<file path="src/rtl/ps2_key_decoder_fifo.sv">
// PS/2 scancode decoder: make/break/extended prefix tracking, typematic repeat filter,
// scancode-to-character mapping and a show-ahead FIFO with valid/ready output.
module ps2_key_decoder_fifo #(
   parameter int KEY_W         = 6,
   parameter int FIFO_DEPTH    = 8,
   parameter int REPEAT_FILTER = 1,
   parameter int ENABLE_EXT    = 1
) (
   input  logic                            clk,
   input  logic                            rst_n,
   input  logic [7:0]                      received_data,
   input  logic                            received_data_en,
   output logic [KEY_W-1:0]                key_data,
   output logic                            key_valid,
   input  logic                            key_ready,
   output logic                            key_pushed,
   output logic [$clog2(FIFO_DEPTH+1)-1:0] fill_level,
   output logic                            overflow
);
   localparam int PW = $clog2(FIFO_DEPTH);
   localparam int CW = $clog2(FIFO_DEPTH+1);

   typedef enum logic [1:0] {S_IDLE, S_BRK, S_EXT, S_EXT_BRK} state_t;

   function automatic logic [5:0] map_std(input logic [7:0] b);
      case (b)
         8'h1C: return 6'b000011;  8'h32: return 6'b000101;  8'h21: return 6'b000111;
         8'h23: return 6'b001001;  8'h24: return 6'b001011;  8'h2B: return 6'b001101;
         8'h34: return 6'b001111;  8'h33: return 6'b010001;  8'h43: return 6'b011001;
         8'h3B: return 6'b010101;  8'h42: return 6'b010111;  8'h4B: return 6'b010011;
         8'h3A: return 6'b011011;  8'h31: return 6'b011101;  8'h44: return 6'b011111;
         8'h4D: return 6'b100001;  8'h15: return 6'b100011;  8'h2D: return 6'b100101;
         8'h1B: return 6'b100111;  8'h2C: return 6'b101001;  8'h3C: return 6'b101011;
         8'h2A: return 6'b101101;  8'h1D: return 6'b101111;  8'h22: return 6'b110001;
         8'h35: return 6'b110011;  8'h1A: return 6'b110101;  8'h29: return 6'b000001;
         8'h5A: return 6'b111101;  8'h66: return 6'b111111;
         default: return 6'b000000;
      endcase
   endfunction

   function automatic logic [5:0] map_ext(input logic [7:0] b);
      case (b)
         8'h6B:   return 6'b111011;
         8'h74:   return 6'b111001;
         8'h71:   return 6'b111111;
         default: return 6'b000000;
      endcase
   endfunction

   state_t            state_q, state_d;
   logic [8:0]        held_q, held_d;
   logic [PW-1:0]     wr_q, wr_d, rd_q, rd_d;
   logic [CW-1:0]     count_q, count_d;
   logic              overflow_q, overflow_d;
   logic              key_pushed_q, key_pushed_d;
   logic [KEY_W-1:0]  mem_q [FIFO_DEPTH];

   logic              is_prefix, do_make, do_break, ev_ext, push, pop, full, push_ok;
   logic [5:0]        code;
   logic [8:0]        ev_key;

   always_ff @(posedge clk or negedge rst_n) begin
      if (!rst_n) state_q <= S_IDLE;
      else        state_q <= state_d;
   end

   assign is_prefix = (received_data == 8'hF0) || (received_data == 8'hE0);

   always_comb begin
      state_d = state_q;
      if (received_data_en) begin
         unique case (state_q)
            S_IDLE:    if (received_data == 8'hF0)      state_d = S_BRK;
                       else if (received_data == 8'hE0) state_d = S_EXT;
            S_BRK:     if (!is_prefix)                  state_d = S_IDLE;
            S_EXT:     if (received_data == 8'hF0)      state_d = S_EXT_BRK;
                       else if (received_data != 8'hE0) state_d = S_IDLE;
            S_EXT_BRK: if (!is_prefix)                  state_d = S_IDLE;
            default:                                    state_d = S_IDLE;
         endcase
      end
   end

   always_comb begin
      ev_ext   = (state_q == S_EXT) || (state_q == S_EXT_BRK);
      do_make  = received_data_en && !is_prefix && ((state_q == S_IDLE) || (state_q == S_EXT));
      do_break = received_data_en && !is_prefix && ((state_q == S_BRK) || (state_q == S_EXT_BRK));
   end

   // Disabled extended keys decode to code 0 so they fall out as unmapped.
   always_comb begin
      ev_key = {ev_ext, received_data};
      code   = ev_ext ? ((ENABLE_EXT != 0) ? map_ext(received_data) : 6'b0) : map_std(received_data);
      held_d = held_q;
      push   = 1'b0;
      if (do_make && (code != 6'b0) && !((REPEAT_FILTER != 0) && (ev_key == held_q))) begin
         held_d = ev_key;
         push   = 1'b1;
      end else if (do_break && (ev_key == held_q)) begin
         held_d = 9'h000;
      end
   end

   always_comb begin
      full         = (count_q == CW'(FIFO_DEPTH));
      pop          = (count_q != '0) && key_ready;
      push_ok      = push && (!full || pop);
      wr_d         = push_ok ? wr_q + PW'(1) : wr_q;
      rd_d         = pop ? rd_q + PW'(1) : rd_q;
      count_d      = count_q + CW'(push_ok) - CW'(pop);
      overflow_d   = overflow_q | (push && full && !pop);
      key_pushed_d = push_ok;
   end

   always_ff @(posedge clk or negedge rst_n) begin
      if (!rst_n) begin
         held_q       <= 9'h000;
         wr_q         <= '0;
         rd_q         <= '0;
         count_q      <= '0;
         overflow_q   <= 1'b0;
         key_pushed_q <= 1'b0;
      end else begin
         held_q       <= held_d;
         wr_q         <= wr_d;
         rd_q         <= rd_d;
         count_q      <= count_d;
         overflow_q   <= overflow_d;
         key_pushed_q <= key_pushed_d;
      end
   end

   // Storage needs no reset: the head is masked to zero while empty.
   always_ff @(posedge clk) begin
      if (push_ok) mem_q[wr_q] <= KEY_W'(code);
   end

   assign key_data   = (count_q != '0) ? mem_q[rd_q] : '0;
   assign key_valid  = (count_q != '0);
   assign key_pushed = key_pushed_q;
   assign fill_level = count_q;
   assign overflow   = overflow_q;
endmodule

</file>
<file path="config.mk">
export PLATFORM = sky130hd
export DESIGN_NAME = ps2_key_decoder_fifo
export DESIGN_NICKNAME = d
export VERILOG_FILES = /design/src/rtl/ps2_key_decoder_fifo.sv
export SDC_FILE = /design/constraint.sdc
export NUM_CORES = 1
export LEC_CHECK = 0
export ABC_AREA = 1
export BUFFER_PORTS_ARGS = -buffer_cell sky130_fd_sc_hd__buf_2
export CORE_MARGIN = 4
export CORE_UTILIZATION = 55
export DETAILED_ROUTE_END_ITERATION = 7
export GPL_TIMING_DRIVEN = 0
export PLACE_DENSITY = 0.72
export SYNTH_ARGS = -nofsm -noshare
export SYNTH_HDL_FRONTEND = slang
export SYNTH_SLANG_ARGS = --single-unit
</file>
<file path="constraint.sdc">
create_clock -name clk -period 2.5 [get_ports clk]
set_clock_uncertainty 0.2 [all_clocks]
set_input_delay 0.25 -clock clk [delete_from_list [all_inputs] [get_ports clk]]
set_output_delay 0.25 -clock clk [all_outputs]
set_load 0.01 [all_outputs]
</file>
==> results.ini, run 1 <==
[sta]
worst_slack_ns=-0.129
finalSetupTns_ns=-0.159
post-route-period-util=1.05
rsz0062_at_grt=true
setup_viol=2
worstMarginPinSlew_ns=0.538
hold_viol_final=0
finalMaxSlewViolations=0
relSlewSlack=0.642
clock.fmax_mhz=380
period_needed_ns=2.63
hold_slack_ns=0.0707

[power]
powerDensity_nw_per_um2=906
vdd_drop_max_v=0.000605
switching_share=0.417
p_leak_nw=2.19
pwr-share-comb=0.457
clockPowerShare=0.183
internal_power_mw=2.76
switchingPower_mw=1.97
seqPwrFrac=0.361

[setup_path]
cpLargestDelayFamily=simple AND/OR/NAND/NOR gates
crit_slowest_cell=fa_2
cp_num_buf_inv=8
cp_data_arrival_time_ns=2.69
start_kind=input port
critPathKind=in -> reg
critPathRequiredTime_ns=2.56
crit_chain=buf_6, buf_12, inv_2, buf_8, buf_2, nor2_2, nand2_1, nand3_1, nand2_1, o21ai_1, nand2_2, nand2_8, nor2_4, nand3_4, buf_6, nand4_1, nand2_2, ha_4, inv_2, fa_2, inv_1
slowest_delay_ns=0.51
crit_path_max_fanout=6
end_kind=flop

[route]
wl_per_cell_um=16.8
drc=0
ant_nets=0
dr.first_iter.drc_count=174
dr.pass1.iters=5
wirelength_um=10400
viasPerCell=5.58
detailroute.via_count=3458

[final_layout]
design_area_sq_um=5220
fill_cells=515
insertedDiodeCount=0
layout_common_cells=90 x nand2_1, 49 x nor2_1, 48 x edfxtp_1
drive_above_1_share=0.330
final_nets=546
mostFrequentLayoutCell=nand2_1
post-route-util=0.756
syn2layout_area_growth_pct=31.6

[synth]
synth.avg_cell_area_sq_um=8.76
ys_warn_count=0
syn_area_sq_um=3970
ys_seq_elements=71
synth.net_count=480
synth_seq_area_share=0.509
synth_cells=453
yosysUniqueCellTypes=37

[floorplanning]
die_w_um=92.9
dieArea_sq_um=8630
placementRows=30
core-area_sq_um=6910
start_util=0.574
io_pins=25
die_y_um=92.9

[grt]
antenna_found_initial=0
grt_pass1_wl_um=15600
first_global_vias=3210
overflow=0
grt_max_degree=24
grt_usage=0.233

[cts]
path_clk_slew_ns=0.09
cts_tree=done
clkSinkCount=71
htree_levels=3
clockBufferDepth=2
clockRootBuffer=clkbuf_8
clk_latency_ns=0.35
numCtsBuffers=9

[outcome]
violations=negative setup slack
outcome=finished, violations left

[hold_path]
hold_class=in -> reg

[flow_run]
drv_cap=0

[placement]
hpwl_um=6420
routabilityCongestion=0.889
dpl_cell_area_sq_um=4330
placement.io_buffers=22
pre_cts_ws_ns=-0.782

## timing repair
| action | CTS | global route |
|---|---|---|
| resized for setup | 46 | 60 |
| pin swaps | 18 | 32 |
| buffers inserted | 13 | 16 |
| setup endpoints to repair | 57 | 57 |
| endpoints found under the hold margin | 26 | 0 |
| hold buffers | 4 | 0 |
## final timing paths
path	start	end	slack, ns	cells past startpoint
setup reg to reg	held_q[6]	fill_level[1]	-0.06	12
setup / recovery	received_data[2]	fill_level[1]	-0.13	21
max in group asynchronous	rst_n	state_q[1]	1.50	2
hold reg to reg	overflow	overflow	0.29	1
min in group asynchronous	rst_n	fill_level[1]	0.20	2
hold / removal	key_ready	rd_q[0]	0.07	3
## cell usage after synthesis
master | instances | area (sq um)
inv_1 | 28 | 105
a221oi_1 | 1 | 8.76
o211ai_1 | 1 | 7.51
nand2_1 | 110 | 413
nor3_1 | 1 | 5.00
clkbuf_1 | 8 | 30.0
o22ai_1 | 8 | 50.1
nor2_4 | 1 | 11.3
a41oi_1 | 1 | 8.76
a31oi_1 | 6 | 37.5
inv_2 | 4 | 15.0
o21ai_0 | 32 | 160
buf_6 | 3 | 33.8
xnor2_1 | 5 | 43.8
o21ai_2 | 1 | 8.76
nand4_1 | 7 | 43.8
o32ai_1 | 1 | 8.76
nand2_2 | 7 | 43.8
or3b_1 | 1 | 8.76
o2111ai_1 | 2 | 17.5
a21oi_1 | 7 | 35.0
buf_2 | 2 | 10.0
xor2_1 | 4 | 35.0
nand3_1 | 44 | 220
dfrtp_1 | 23 | 576
ha_1 | 14 | 175
nor2_2 | 6 | 37.5
or2_2 | 1 | 6.26
nand3_4 | 1 | 17.5
edfxtp_1 | 48 | 1440
o21ai_1 | 3 | 15.0
buf_4 | 4 | 30.0
inv_4 | 1 | 6.26
nor2_1 | 61 | 229
o21bai_2 | 1 | 11.3
nand3_2 | 4 | 40.0
fa_1 | 1 | 20.0
## worst min-delay path, delay by kind of cell
family	cells	cell delay (ns)
buffers and inverters	1	0.10
XOR/XNOR	1	0.09
AND/OR/NAND/NOR	1	0.16
## power groups by stage
stage                     sequential (mW)  clock (mW)  combinational (mW)
final                                1.71       0.863                2.16
after global routing                 1.73       0.923                2.40
after CTS                            1.69       0.874                1.99
after detailed placement             1.72           0                1.81
after global placement               1.71           0                1.75
after floorplan                      1.70           0                1.27
## logic make-up (layout without fill, tap and decap cells)
family / after synthesis / after routing / synth area share
buffers and inverters: 50 / 121 / 0.0580
xor gates and xnor gates: 9 / 9 / 0.0199
adders and majority gates: 15 / 15 / 0.0492
DFF: 71 / 71 / 0.509
and+or+nand+nor: 244 / 244 / 0.271
AOI/OAI and AO/OA: 64 / 64 / 0.0931
## sequential cells by signal (all words and copies together), names as in the netlist
name and cells:
key_pushed 1, rd_q 3, held_q 9, wr_q 3, mem_q 48, fill_level 4
state_q 2, overflow 1
## final cells by class
| type | instances | area, sq um | area share |
|---|---|---|---|
| plain buffers | 17 | 146 | 0.0281 |
| clock buffers | 9 | 124 | 0.0237 |
| clock inverters | 7 | 60.1 | 0.0115 |
| inverters | 33 | 141 | 0.0271 |
| multi-input cells | 332 | 2150 | 0.412 |
| flip-flops and latches | 71 | 2020 | 0.387 |
| well taps | 96 | 120 | 0.0230 |
| repair buffers | 55 | 455 | 0.0873 |
## stage by stage
step / cells / power [mW]
finish: 620 / 4.73
global route: 620 / 5.05
CTS: 604 / 4.56
detailed placement: 571 / 3.53
global placement: 571 / 3.46
floorplan: 453 / 2.97
## metal layers
| metal | part of all wire | vias to the layer above | routed length (um) | GRT usage |
|---|---|---|---|---|
| li1 | - | 1673 | - | - |
| met1 | 0.40 | 1660 | 4210 | 0.282 |
| met2 | 0.53 | 105 | 5530 | 0.409 |
| met3 | 0.046 | 20 | 477 | 0.0471 |
| met4 | 0.019 | 0 | 193 | 0.0867 |
| met5 | 0 | - | 0 | 0 |
Note: power is estimated with default switching activity, not from simulation.
==> run 2: changes to the inputs <==
--- a/config.mk
+++ b/config.mk
@@ -5,7 +5,7 @@
 export SDC_FILE = /design/constraint.sdc
 export NUM_CORES = 1
 export LEC_CHECK = 0
-export ABC_AREA = 1
+export ABC_AREA = 0
 export BUFFER_PORTS_ARGS = -buffer_cell sky130_fd_sc_hd__buf_2
 export CORE_MARGIN = 4
 export CORE_UTILIZATION = 55
==> results.ini, run 2 <==
[outcome]
outcome=finished, violations left
violations=negative setup slack

[final_layout]
drive_above_1_share=0.399  ; +0.0688
ff_latch_area_sq_um=2020  ; about the same
layout_common_cells=48 x edfxtp_1, 23 x nand2_1, 22 x buf_4, 22 x dfrtp_1, 21 x mux2i_1
insertedDiodeCount=0  ; unchanged
instances_no_fill=490  ; -21%
largest_reg_flops=48  ; unchanged
fill_cells=490  ; -4.9%
final_nets=413  ; -24%
multi_input_area_sq_um=2150  ; -0.12%
top_register=mem_q
syn2layout_area_growth_pct=26.2
mostFrequentLayoutCell=edfxtp_1

[route]
dr.first_iter.drc_count=130  ; -25%
wirelength_um=8940  ; -14%
wl_per_cell_um=18.3  ; +8.7%
viasPerCell=5.66  ; +1.5%
detailroute.via_count=2773  ; -20%
drc=0  ; unchanged
dr.pass1.iters=4  ; -1
ant_nets=0  ; unchanged

[sta]
clock.fmax_mhz=331  ; -13%
hold_slack_ns=0.0566  ; -0.0141 ns
worst_slack_ns=-0.523  ; -0.394 ns
setup_viol=54  ; +52
hold_viol_final=0  ; unchanged
finalMaxSlewViolations=0  ; unchanged
relSlewSlack=0.543  ; -0.0983
period_needed_ns=3.02  ; +0.394 ns
post-route-period-util=1.21  ; +0.158
finalSetupTns_ns=-9.27  ; -9.11 ns
worstMarginPinSlew_ns=0.685  ; +0.147 ns
rsz0062_at_grt=true

[setup_path]
crit_slowest_cell=fa_2
end_kind=flop
path_common_cell=buf_8
cpLargestDelayFamily=adder cells
start_kind=input port
critPathRequiredTime_ns=2.55  ; about the same
ff2ff_path_depth=11  ; -1
path_depth=16  ; -24%
cp_num_buf_inv=6  ; -2
critPathKind=in -> reg
crit_chain=buf_8, buf_8, clkinvlp_4, ha_4, mux2i_2, o31ai_2, o21ai_2, a31oi_4, nor4_4, a21oi_4, buf_8, mux2i_1, ha_2, inv_2, fa_2, inv_2
slowest_delay_ns=0.52  ; about the same
cp_data_arrival_time_ns=3.07  ; +0.38 ns
crit_path_max_fanout=8  ; +2

[placement]
routabilityCongestion=0.929  ; +4.5%
pre_cts_ws_ns=-1.51  ; -0.727 ns
placement.io_buffers=20  ; -9.1%
hpwl_um=6200  ; -3.5%
dp_cells=446  ; -22%

[floorplanning]
dieArea_sq_um=8850  ; +2.5%
die_y_um=94.1  ; +1.3%
io_pins=25  ; unchanged
core-area_sq_um=7210  ; +4.5%
start_util=0.565  ; -0.00924
placementRows=31  ; +3.3%
die_w_um=94.1  ; +1.3%

[cts]
clockRootBuffer=clkbuf_8
numCtsBuffers=9  ; unchanged
clkSinkCount=71  ; unchanged
clk_latency_ns=0.34  ; about the same
htree_levels=3  ; unchanged
cts_tree=done
path_clk_slew_ns=0.08  ; about the same
clockBufferDepth=2  ; unchanged

[grt]
first_global_vias=2878  ; -10%
grt_pass1_wl_um=14500  ; -6.9%
overflow=0  ; unchanged
antenna_found_initial=0  ; unchanged
grt_usage=0.217  ; -0.0164
grt_max_degree=24  ; unchanged

[synth]
synth_cells=327  ; -28%
synth_top_cell_by_area=edfxtp_1
syn_area_sq_um=4080  ; +2.8%
synth.net_count=354  ; -26%
synth_seq_area_share=0.495  ; -0.0137
synth_edf_count=48  ; unchanged
synth_area_leaders=edfxtp_1 35%, dfrtp_1 14%, mux4_2 6.6%, mux2i_1 5.6%, ha_1 4.3%
ys_seq_elements=71  ; unchanged
synth_top_area_frac=0.354  ; -0.00982
synth.avg_cell_area_sq_um=12.5  ; +42%
yosysMostFrequentCell=edfxtp_1
ys_warn_count=0  ; unchanged
yosysUniqueCellTypes=63  ; +70%
yosys_most_used_dff=edfxtp_1
synth_top_cells_by_count=48 x edfxtp_1, 24 x nand2_1, 23 x dfrtp_1, 23 x mux2i_1, 18 x inv_1
async_flop_share=0.324  ; unchanged

[hold_path]
hold_path_depth=4  ; +1
hold_class=in -> reg

[power]
powerDensity_nw_per_um2=849  ; -6.4%
p_leak_nw=2.03  ; -7.2%
vdd_drop_max_v=0.000396  ; -35%
p_total_mw=4.36  ; -7.7%

[flow_run]
drv_cap=0  ; unchanged

-- run 2: metal layers --
metal,track usage,wire (um),share of wire,up-vias
li1,-,-,-,1334
met1,0.251,3730,0.42,1367
met2,0.390,4800,0.54,59
met3,0.0489,275,0.031,13
met4,0.0770,138,0.015,0
met5,0,0,0,-
-- run 2: through the flow --
stage / util / cell area [sq um]
after floorplan: - / 4150
after global placement: 0.607 / 4380
after detailed placement: 0.607 / 4380
after CTS: 0.690 / 4980
after global routing: 0.713 / 5140
final: 0.713 / 5140
-- run 2: timing repair --
| item | 4_1_cts | 5_1_grt |
|---|---|---|
| setup buffers | 22 | 4 |
| cloned | 1 | 0 |
| endpoints found under the hold margin | 26 | 0 |
| setup endpoints to repair | 72 | 71 |
| hold buffers | 3 | 0 |
| pin swaps | 22 | 16 |
| resized for setup | 38 | 30 |
-- run 2: tightest hold or removal path: cells and delay by family --
family                 cells  cell delay, ns
buffers and inverters      2            0.17
AND/OR/NAND/NOR            1            0.09
AO/OA/AOI/OAI              1            0.05
-- run 2: where the power goes --
group / leakage, nW / total [mW] / switching (mW) / internal [mW]
Combinational: 1.19 / 1.63 / 0.800 / 0.828
Clock: 0.118 / 1.10 / 0.437 / 0.666
Sequential: 0.720 / 1.63 / 0.163 / 1.47
Total: 2.03 / 4.36 / 1.40 / 2.96
-- run 2: layout make-up --
class,instances,share of cell area
buffer,18,0.0321
clock inverter,7,0.0231
sequential,71,0.392
inverter,18,0.0146
tap,99,0.0241
timing repair buffer,49,0.0715
multi-input combinational,219,0.418
clock buffer,9,0.0241
-- run 2: final timing paths --
path,startpoint,end,slack [ns]
min in group asynchronous,rst_n,wr_q[2],0.22
worst max-delay path,received_data[1],fill_level[1],-0.52
worst max register to register,state_q[1],fill_level[1],-0.44
worst min register to register,overflow,overflow,0.28
worst min-delay path,received_data_en,state_q[0],0.06
max in group asynchronous,rst_n,state_q[1],1.50
-- run 2: cell families after synthesis --
| family | synth area share |
|---|---|
| buffers and inverters | 0.0519 |
| and+or+nand+nor | 0.128 |
| DFF | 0.495 |
| adders and majority gates | 0.0479 |
| xor gates and xnor gates | 0.0322 |
| muxes | 0.128 |
| AOI/OAI and AO/OA | 0.117 |
